## src/rtl/mak_bus_pkg.sv

```systemverilog
// rtl/mak_bus_pkg.sv - shared types and master indices for the memory bus arbiter
package mak_bus_pkg;

    // Arbiter FSM: IDLE between grants, GRANT while a master owns the port
    typedef enum logic {
        IDLE  = 1'b0,
        GRANT = 1'b1
    } arb_state_t;

    // Fixed master slots on the shared data-memory port
    localparam int MST_CORE0 = 0;
    localparam int MST_CORE1 = 1;
    localparam int MST_DMA   = 2;

    // Width of a master index for a given master count
    function automatic int idx_width(input int num_masters);
        return (num_masters > 1) ? $clog2(num_masters) : 1;
    endfunction

endpackage

```

## src/rtl/rr_picker.sv

```systemverilog
// rtl/rr_picker.sv - combinational rotate-priority request picker
module rr_picker #(
    parameter int NUM_MASTERS = 3,
    parameter int IDX_W       = 2
) (
    input  logic [NUM_MASTERS-1:0] req_i,
    input  logic [IDX_W-1:0]       last_id_i,
    output logic [IDX_W-1:0]       next_id_o,
    output logic                   any_req_o
);

    logic [IDX_W-1:0] idx;
    logic             found;

    // Scan last_id+1, last_id+2, ... wrapping, so the previous owner is checked last
    always_comb begin
        next_id_o = '0;
        found     = 1'b0;
        idx       = '0;
        for (int i = 1; i <= NUM_MASTERS; i++) begin
            idx = IDX_W'((int'(last_id_i) + i) % NUM_MASTERS);
            if (!found && req_i[idx]) begin
                next_id_o = idx;
                found     = 1'b1;
            end
        end
    end

    assign any_req_o = |req_i;

endmodule

```

## src/rtl/mem_bus_arbiter.sv

```systemverilog
// rtl/mem_bus_arbiter.sv - round-robin owner-held arbiter for the data-memory port (option: ARB_TIMEOUT_EN)
module mem_bus_arbiter
    import mak_bus_pkg::*;
#(
    parameter int NUM_MASTERS = 3,
    parameter int ADDR_W      = 32,
    parameter int DATA_W      = 32,
    parameter int MAX_HOLD    = 16
) (
    input  logic                                clk,
    input  logic                                rst_n,
    input  logic [NUM_MASTERS-1:0]              m_req,
    input  logic [NUM_MASTERS-1:0]              m_we,
    input  logic [NUM_MASTERS-1:0][ADDR_W-1:0]  m_addr,
    input  logic [NUM_MASTERS-1:0][DATA_W-1:0]  m_wdata,
    output logic [DATA_W-1:0]                   m_rdata,
    output logic [NUM_MASTERS-1:0]              m_ready,
    output logic                                s_req,
    output logic                                s_we,
    output logic [ADDR_W-1:0]                   s_addr,
    output logic [DATA_W-1:0]                   s_wdata,
    input  logic [DATA_W-1:0]                   s_rdata,
    input  logic                                s_ready,
    output logic [2:0]                          grant_id,
    output logic                                busy
);

    localparam int IDX_W = idx_width(NUM_MASTERS);

    // Elaboration-time parameter sanity
    if (NUM_MASTERS < 2 || NUM_MASTERS > 8) begin : g_bad_masters
        $error("mem_bus_arbiter: NUM_MASTERS must be 2..8");
    end
    if (MAX_HOLD < 1) begin : g_bad_hold
        $error("mem_bus_arbiter: MAX_HOLD must be >= 1");
    end

    arb_state_t             state_q;
    logic [IDX_W-1:0]       grant_q;
    logic [IDX_W-1:0]       last_q;
    logic [IDX_W-1:0]       pick_id;
    logic                   any_req;
    logic                   owner_req;
    logic [NUM_MASTERS-1:0] owner_oh;

`ifdef ARB_TIMEOUT_EN
    localparam int CNT_W = $clog2(MAX_HOLD + 1);
    localparam logic [CNT_W-1:0] HOLD_LAST = CNT_W'(MAX_HOLD - 1);
    localparam logic [CNT_W-1:0] HOLD_MAX  = CNT_W'(MAX_HOLD);

    logic [CNT_W-1:0] beat_cnt_q;
    logic             others_req;
    logic             hold_expired;

    // Someone else is waiting and the owner's final allowed beat is completing now
    assign others_req   = |(m_req & ~owner_oh);
    assign hold_expired = s_ready && owner_req && (beat_cnt_q == HOLD_LAST) && others_req;
`endif

    rr_picker #(
        .NUM_MASTERS (NUM_MASTERS),
        .IDX_W       (IDX_W)
    ) u_rr_picker (
        .req_i       (m_req),
        .last_id_i   (last_q),
        .next_id_o   (pick_id),
        .any_req_o   (any_req)
    );

    assign owner_oh  = NUM_MASTERS'(1) << grant_q;
    assign owner_req = m_req[grant_q];
    assign m_rdata   = s_rdata;
    assign busy      = (state_q == GRANT);
    assign grant_id  = 3'(grant_q);

    // Route the owner's request onto the slave port; nothing reaches the slave outside GRANT
    always_comb begin
        s_req   = 1'b0;
        s_we    = 1'b0;
        s_addr  = '0;
        s_wdata = '0;
        m_ready = '0;
        if (state_q == GRANT) begin
            s_req   = owner_req;
            s_we    = m_we[grant_q];
            s_addr  = m_addr[grant_q];
            s_wdata = m_wdata[grant_q];
            if (s_ready && owner_req) begin
                m_ready = owner_oh;
            end
        end
    end

    // Arbitration FSM: grant on any request, hold while owner keeps req, release through IDLE
    always_ff @(posedge clk or negedge rst_n) begin
        if (!rst_n) begin
            state_q <= IDLE;
            grant_q <= '0;
            last_q  <= IDX_W'(NUM_MASTERS - 1);
`ifdef ARB_TIMEOUT_EN
            beat_cnt_q <= '0;
`endif
        end else begin
            case (state_q)
                IDLE: begin
                    if (any_req) begin
                        grant_q <= pick_id;
                        state_q <= GRANT;
`ifdef ARB_TIMEOUT_EN
                        beat_cnt_q <= '0;
`endif
                    end
                end
                GRANT: begin
                    if (!owner_req) begin
                        state_q <= IDLE;
                        last_q  <= grant_q;
`ifdef ARB_TIMEOUT_EN
                    end else if (hold_expired) begin
                        state_q <= IDLE;
                        last_q  <= grant_q;
                    end else if (s_ready && beat_cnt_q != HOLD_MAX) begin
                        beat_cnt_q <= beat_cnt_q + 1'b1;
`endif
                    end
                end
                default: state_q <= IDLE;
            endcase
        end
    end

endmodule
```

## config.mk

```make
export PLATFORM = sky130hd
export DESIGN_NAME = mem_bus_arbiter
export DESIGN_NICKNAME = d
export VERILOG_FILES = /design/src/rtl/mak_bus_pkg.sv /design/src/rtl/rr_picker.sv /design/src/rtl/mem_bus_arbiter.sv
export SDC_FILE = /design/constraint.sdc
export NUM_CORES = 1
export LEC_CHECK = 0
export ABC_AREA = 1
export CORE_AREA = 2 2 130 132
export CTS_CLUSTER_SIZE = 30
export DETAILED_ROUTE_END_ITERATION = 10
export DIE_AREA = 0 0 132 134
export SYNTH_ARGS = -nofsm -noshare
export SYNTH_HDL_FRONTEND = slang
export SYNTH_SLANG_ARGS = --single-unit
```

## constraint.sdc

```tcl
create_clock -name clk -period 2 [get_ports clk]
set_input_delay 0.6 -clock clk [delete_from_list [all_inputs] [get_ports clk]]
set_output_delay 0.6 -clock clk [all_outputs]
set_load 0.01 [all_outputs]
```

==> metrics.cfg, run 1 <==
[setup_path]
r2r-start=last_q[1]
cp_slowest_cell=dfrtp_2
cp_max_fo=6
path_buf_inv=5
path_class=reg -> out
cp_common_cell=buf_6
critical_path.top_delay_family=buffers and inverters
critPathMaxStageDelay_ns=0.44
cp.arrival_ns=1.72
crit_required_ns=1.40
path_cells=buf_6, nor2_4, buf_6, buf_12, buf_16, nand2_2, a31oi_4, buf_6
startpoint=grant_q[0]
end_kind=output port
startpoint_type=flop

[layout]
fin_nets=997
area_growth_pct=177
num_antenna_cells=0
fin_util=0.383
drive_above_1_share=0.331
n_fill_cell=1745
finalNonFillerCells=981

[placed_design]
portBuffers=272
dp.final_hpwl_um=10400
gp_congestion=0.846
dp.cells=945

[yosys]
synthCells=472
synth-edff-count=0
syn-cell-area_sq_um=2250
ys_top_cells_by_count=nand2_1, nand3_1, inv_1
synth-async-reset-ratio=1.00
yosysUniqueCellTypes=20
yosysTopAreaCell=nand2_1
yosys_register_bits=5
ys_seq_area_frac=0.0561
avgSynthCellArea_sq_um=4.77
synth_flop_cell=dfrtp_1
synth_nets=707
yosysWarningCount=0
yosysTopAreaCellShare=0.393
yosys-top-cells-area=nand2_1, buf_4, nand3_1
yosysMostFrequentCell=nand2_1

[outcome]
status=complete, but fails checks
violations=setup timing

[detailed_routing]
postRouteAntennaNets=0
vias=4022
drt_iter0_markers=160
drc=0
wl_per_cell_um=15.3
wl_um=15000
drtPass1Iterations=4
avgViaCountPerCell=4.10

[clock_tree]
clockRootBuffer=clkbuf_16
clkLatencyLatePin_ns=0.23
cts_tree=done
cts_made_buffers=3
htree_levels=1
clkTransAtPathRegs_ns=0.03
numClockSinks=5
cts_max_path_buffers=2

[die]
coreArea_sq_um=16300
die_x_um=132
die_area_sq_um=17700
die_y_um=134
num_rows=47
io-pin-count=338
start_util=0.138

[power]
internal-power_mw=4.47
netSwitchingFraction=0.469
seq_power_share=0.027
netSwitchingPower_mw=3.94
clockPowerShare=0.039
ir_worst_vdd_mv=0.644
p_per_area_nw_per_um2=1350
leakage_nw=3.14
total_power_mw=8.41
comb_power_share=0.934

[sta]
holdWs_ns=0.501
finalSetupViolCount=69
rsz0062_at_grt=true
finalHoldViolations=0
setup_ws_ns=-0.319
fmax_ghz=0.431
skew_ns=0.000612
min_period_over_period=1.16
slew_viol_final=0
fin_tns_setup_ns=-16.44
finalCriticalPeriod_ns=2.32

[grt]
antenna_found_initial=0
grt_most_used_layer=met2
met2_usage=0.286
use_met3=0.0454
grt_pass1_wl_um=22100
grt-ovfl-total=0
grt_start_max_net_pins=24
grt_pass1_vias=4065
track_usage=0.156
met1_usage=0.182

[worst_hold_path]
min-delay-start=last_q[1]
min_path_type=reg -> reg

[flow_run]
cap_violations=0

[per-stage QoR]
stage	instance area, sq um	setup WS [ns]
global route	6250	-0.391
detailed placement	5320	-0.779
global placement	5320	-0.723
CTS	5960	-0.343
floorplan	2250	0.0782
finish	6250	-0.319
[worst paths after layout]
path	to	slack, ns	depth (start not counted)
max	s_wdata[24]	-0.32	8
min	last_q[1]	0.50	2
max reg2reg	grant_q[0]	0.33	9
min reg2reg	last_q[1]	0.50	2
max in group asynchronous	last_q[1]	1.14	1
min in group asynchronous	last_q[0]	0.60	1
[worst reg2reg max path: stages (launching register included)]
cell,delay (ns)
dfstp_2,0.54
ha_1,0.30
inv_1,0.15
nand2_1,0.06
nand3_1,0.07
nand2_1,0.12
nand3_1,0.12
nand3_1,0.08
nand3_1,0.08
nand2_1,0.05
[logic make-up (layout without fill, tap and decap cells)]
kind of cell	count (synthesis)	count (layout)	synth area share
DFF	5	5	0.0561
adders and majority gates	2	2	0.0111
AOI/OAI and AO/OA	40	40	0.108
other	1	1	0.00167
buffers and inverters	119	408	0.274
and+or+nand+nor	305	305	0.548
[sequential cells by signal, indices dropped and copies added (netlist names)]
| name | count |
|---|---|
| grant_q | 2 |
| busy | 1 |
| last_q | 2 |
[area by class of cell]
class	instances	area, sq um	area share
clock buffers	4	78.8	0.0126
inverters	58	218	0.0349
multi-input cells	348	1960	0.315
flip-flops and latches	5	130	0.0208
well taps	220	275	0.0441
repair buffers	346	3580	0.573
[metal layers]
metal  share of wire  vias up
li1                -     2020
met3           0.082        8
met1            0.41     1794
met4          0.0057        0
met5               0        -
met2            0.50      200
[power groups by stage]
stage          logic, mW  clock network [mW]  registers [mW]
2_1_floorplan       2.75                   0           0.226
3_3_place_gp        6.04                   0           0.226
3_5_place_dp        6.03                   0           0.225
4_1_cts             7.28               0.334           0.227
5_1_grt             8.48               0.348           0.241
6_report            7.85               0.328           0.229
[layout by cell type (no fill, tap or decap), types with 2 or more instances in the layout]
cell and n:
clkdlybuf4s50_1 198, nand2_1 187, inv_1 46, buf_2 42, buf_6 37, nand3_1 34
nand2_2 33, buf_4 33, nand3_2 22, buf_12 17, nand2_4 16, inv_2 12
a21oi_1 12, a22oi_2 8, a31oi_1 7, buf_16 7, a22oi_1 5, o21ai_0 5
clkbuf_16 5, buf_8 4, dlygate4sd2_1 4, nor2_4 3, nor2_1 3, dfrtp_2 3
a31oi_4 2, nand3_4 2, nor4_2 2, nand4_1 2, ha_1 2
[what timing repair did]
| action | CTS | global route |
|---|---|---|
| pin swaps | 28 | 26 |
| hold endpoints to repair | 0 | 0 |
| hold buffers | 0 | 0 |
| resized for setup | 375 | 92 |
| endpoints found under the setup margin | 72 | 69 |
| gates cloned | 8 | 3 |
| setup buffers | 17 | 7 |
No activity file was read; power rests on OpenSTA's default activity.
==> inputs of run 2 (changes only) <==
- CORE_AREA: 2 2 130 132 -> 2 2 129 131
- DIE_AREA: 0 0 132 134 -> 0 0 131 133
- SYNTH_HIERARCHICAL: not set -> 1
- TNS_END_PERCENT: not set -> 5
==> run 2 against run 1 <==
Against the previous run:
- the flow still finishes with violations (setup timing)
- wire length down 14%
- clock-buffer cell count unchanged
- design area down 12%
- synthesized area down 0.78%
- maximum frequency up 1.0%
- flip-flop and latch count unchanged
- synthesized cell count up 1.3%
- largest cell class unchanged
==> metrics.cfg, run 2 <==
[outcome]
status=complete, but fails checks
violations=setup timing

[yosys]
yosysMostFrequentCell=nand2_1
yosysTopAreaCell=nand2_1
synth_flop_cell=dfrtp_1
ys_seq_area_frac=0.0566  ; +0.000440
synth-edff-count=0  ; unchanged
synthCells=478  ; +1.3%
yosysWarningCount=6  ; +6
avgSynthCellArea_sq_um=4.67  ; -2.0%
yosys-top-cells-area=nand2_1, buf_4, nand3_1
synth_nets=713  ; +0.85%
yosys_register_bits=5  ; unchanged
ys_top_cells_by_count=nand2_1, inv_1, nand3_1
synth-async-reset-ratio=1.00  ; unchanged
yosysUniqueCellTypes=22  ; +10%
syn-cell-area_sq_um=2230  ; -0.78%
yosysTopAreaCellShare=0.438  ; +0.0451

[detailed_routing]
vias=3883  ; -3.5%
drtPass1Iterations=4  ; unchanged
drc=0  ; unchanged
postRouteAntennaNets=0  ; unchanged
avgViaCountPerCell=4.01  ; -2.2%
drt_iter0_markers=94  ; -41%
wl_per_cell_um=13.4  ; -13%
wl_um=13000  ; -14%

[sta]
slew_viol_final=0  ; unchanged
finalHoldViolations=0  ; unchanged
setup_ws_ns=-0.296  ; +0.0230 ns
fmax_ghz=0.435  ; +1.0%
min_period_over_period=1.15  ; -0.0115
finalSetupViolCount=69  ; unchanged
skew_ns=0.00317  ; +0.00256 ns
finalCriticalPeriod_ns=2.30  ; -0.0230 ns
rsz0062_at_grt=true

[setup_path]
crit_required_ns=1.40  ; about the same
r2r-start=last_q[1]
end_kind=output port
r2r-end=grant_q[0]
startpoint=grant_q[1]
ff2ff_setup_slack_ns=0.32  ; about the same
cp_max_fo=15  ; +9
startpoint_type=flop
path_class=reg -> out
cp.arrival_ns=1.70  ; -0.02 ns
reg2regPathDepth=9  ; unchanged

[layout]
n_fill_cell=1776  ; +1.8%
final_common_cell=nand2_1
area_growth_pct=146
design_area_sq_um=5500  ; -12%
multi_input_area_sq_um=1690  ; -14%
num_antenna_cells=0  ; unchanged
drive_above_1_share=0.230  ; -0.101
finalNonFillerCells=968  ; -1.3%
seq_area_sq_um=130  ; unchanged
fin_nets=984  ; -1.3%
fin_util=0.340  ; -0.0434
final_cell_mix=nand2_1, clkdlybuf4s50_1, buf_2

[placed_design]
dp.cells=952  ; +0.74%
place_area_sq_um=5310  ; -0.31%
portBuffers=272  ; unchanged
dp.final_hpwl_um=10100  ; -3.2%
gp_congestion=0.791  ; -6.5%

[grt]
met2_usage=0.233  ; -0.0530
grt_pass1_vias=3722  ; -8.4%
use_met3=0.0384  ; -0.00694
met1_usage=0.137  ; -0.0453
grt_most_used_layer=met2
grt-ovfl-total=0  ; unchanged
track_usage=0.125  ; -0.0310
antenna_found_initial=0  ; unchanged
grt_pass1_wl_um=17600  ; -21%
grt_start_max_net_pins=37  ; +54%

[clock_tree]
htree_levels=1  ; unchanged
clkLatencyLatePin_ns=0.23  ; about the same
cts_max_path_buffers=2  ; unchanged
clkTransAtPathRegs_ns=0.04  ; about the same
cts_made_buffers=3  ; unchanged
numClockSinks=5  ; unchanged
clockRootBuffer=clkbuf_16
cts_tree=done

[power]
leakage_nw=2.72  ; -14%
p_per_area_nw_per_um2=1220  ; -9.4%
ir_worst_vdd_mv=0.647  ; +0.46%

[die]
die_area_sq_um=17400  ; -1.5%
die_y_um=133  ; -0.75%
num_rows=47  ; unchanged
coreArea_sq_um=16200  ; -0.72%
die_x_um=131  ; -0.76%
io-pin-count=338  ; unchanged
start_util=0.138  ; about the same

[worst_hold_path]
min_path_cells=2  ; unchanged
min-delay-start=last_q[1]
whs_endpoint=last_q[1]
min_path_type=reg -> reg

[flow_run]
cap_violations=0  ; unchanged

run 2: cell count changes in the layout (fill, tap and decap cells not counted), sizes merged, moves of 2 or more:
cell | before | now
nor4 | 3 | 0
nand2 | 236 | 262
a22oi | 13 | 0
nand3 | 58 | 50
a31oi | 9 | 26
buf | 140 | 115
nor2 | 6 | 10
clkdlybuf4s15 | 0 | 6
a21oi | 13 | 2
o21ai | 5 | 3
inv | 58 | 51
run 2: through the flow:
| step | setup TNS (ns) | hold slack, ns | total power [mW] | worst slack, ns |
|---|---|---|---|---|
| final | -13.07 | 0.488 | 6.70 | -0.296 |
| after global placement | -31.81 | 0.478 | 6.16 | -0.656 |
| after floorplan | 0 | 0.304 | 2.95 | 0.0931 |
| after global routing | -19.24 | 0.503 | 7.30 | -0.395 |
| after CTS | -10.33 | 0.488 | 6.25 | -0.293 |
| after detailed placement | -31.83 | 0.482 | 6.14 | -0.683 |
run 2: area by class of cell:
cell class | instances | area share
clock buffers | 4 | 0.0143
inverters | 52 | 0.0355
multi-input cells | 360 | 0.307
flip-flops and latches | 5 | 0.0237
well taps | 220 | 0.0501
repair buffers | 327 | 0.569
run 2: worst max-delay path by stage:
stage                 endpoint  cells past startpoint
floorplan           s_addr[13]                      5
global placement    m_ready[2]                      8
detailed placement  m_ready[2]                      8
CTS                  s_addr[7]                      6
global route        s_addr[22]                      7
finish              s_addr[22]                      7
run 2: critical path: stages (launching register included):
cell       delay [ns]
dfrtp_2          0.44
inv_2            0.07
nor2_4           0.20
buf_4            0.18
clkbuf_16        0.17
nand2_1          0.06
a31oi_1          0.18
buf_2            0.17
run 2: cell families after synthesis:
| kind of cell | after synthesis | synth area share |
|---|---|---|
| adder cells (fa/ha/maj) | 2 | 0.0112 |
| other | 1 | 0.00168 |
| AO/OA/AOI/OAI | 31 | 0.0840 |
| AND/OR/NAND/NOR | 326 | 0.588 |
| flip-flops | 5 | 0.0566 |
| buffers and inverters | 113 | 0.258 |
run 2: power breakdown:
group          total, mW  internal (mW)  switching, mW
Clock              0.338          0.265         0.0728
Sequential         0.252          0.170         0.0818
Combinational       6.12           2.95           3.17
Total               6.70           3.38           3.32
run 2: what timing repair did:
action,4_1_cts,5_1_grt
resized for setup,299,46
setup buffers,0,9
gates cloned,0,3
hold buffers,0,0
endpoints found under the setup margin,72,69
pin swaps,12,9
run 2: routing by layer:
layer / share of wire / vias to the layer above
li1: - / 1983
met1: 0.39 / 1660
met3: 0.11 / 16
met4: 0.014 / 0
met5: 0 / -
met2: 0.49 / 224
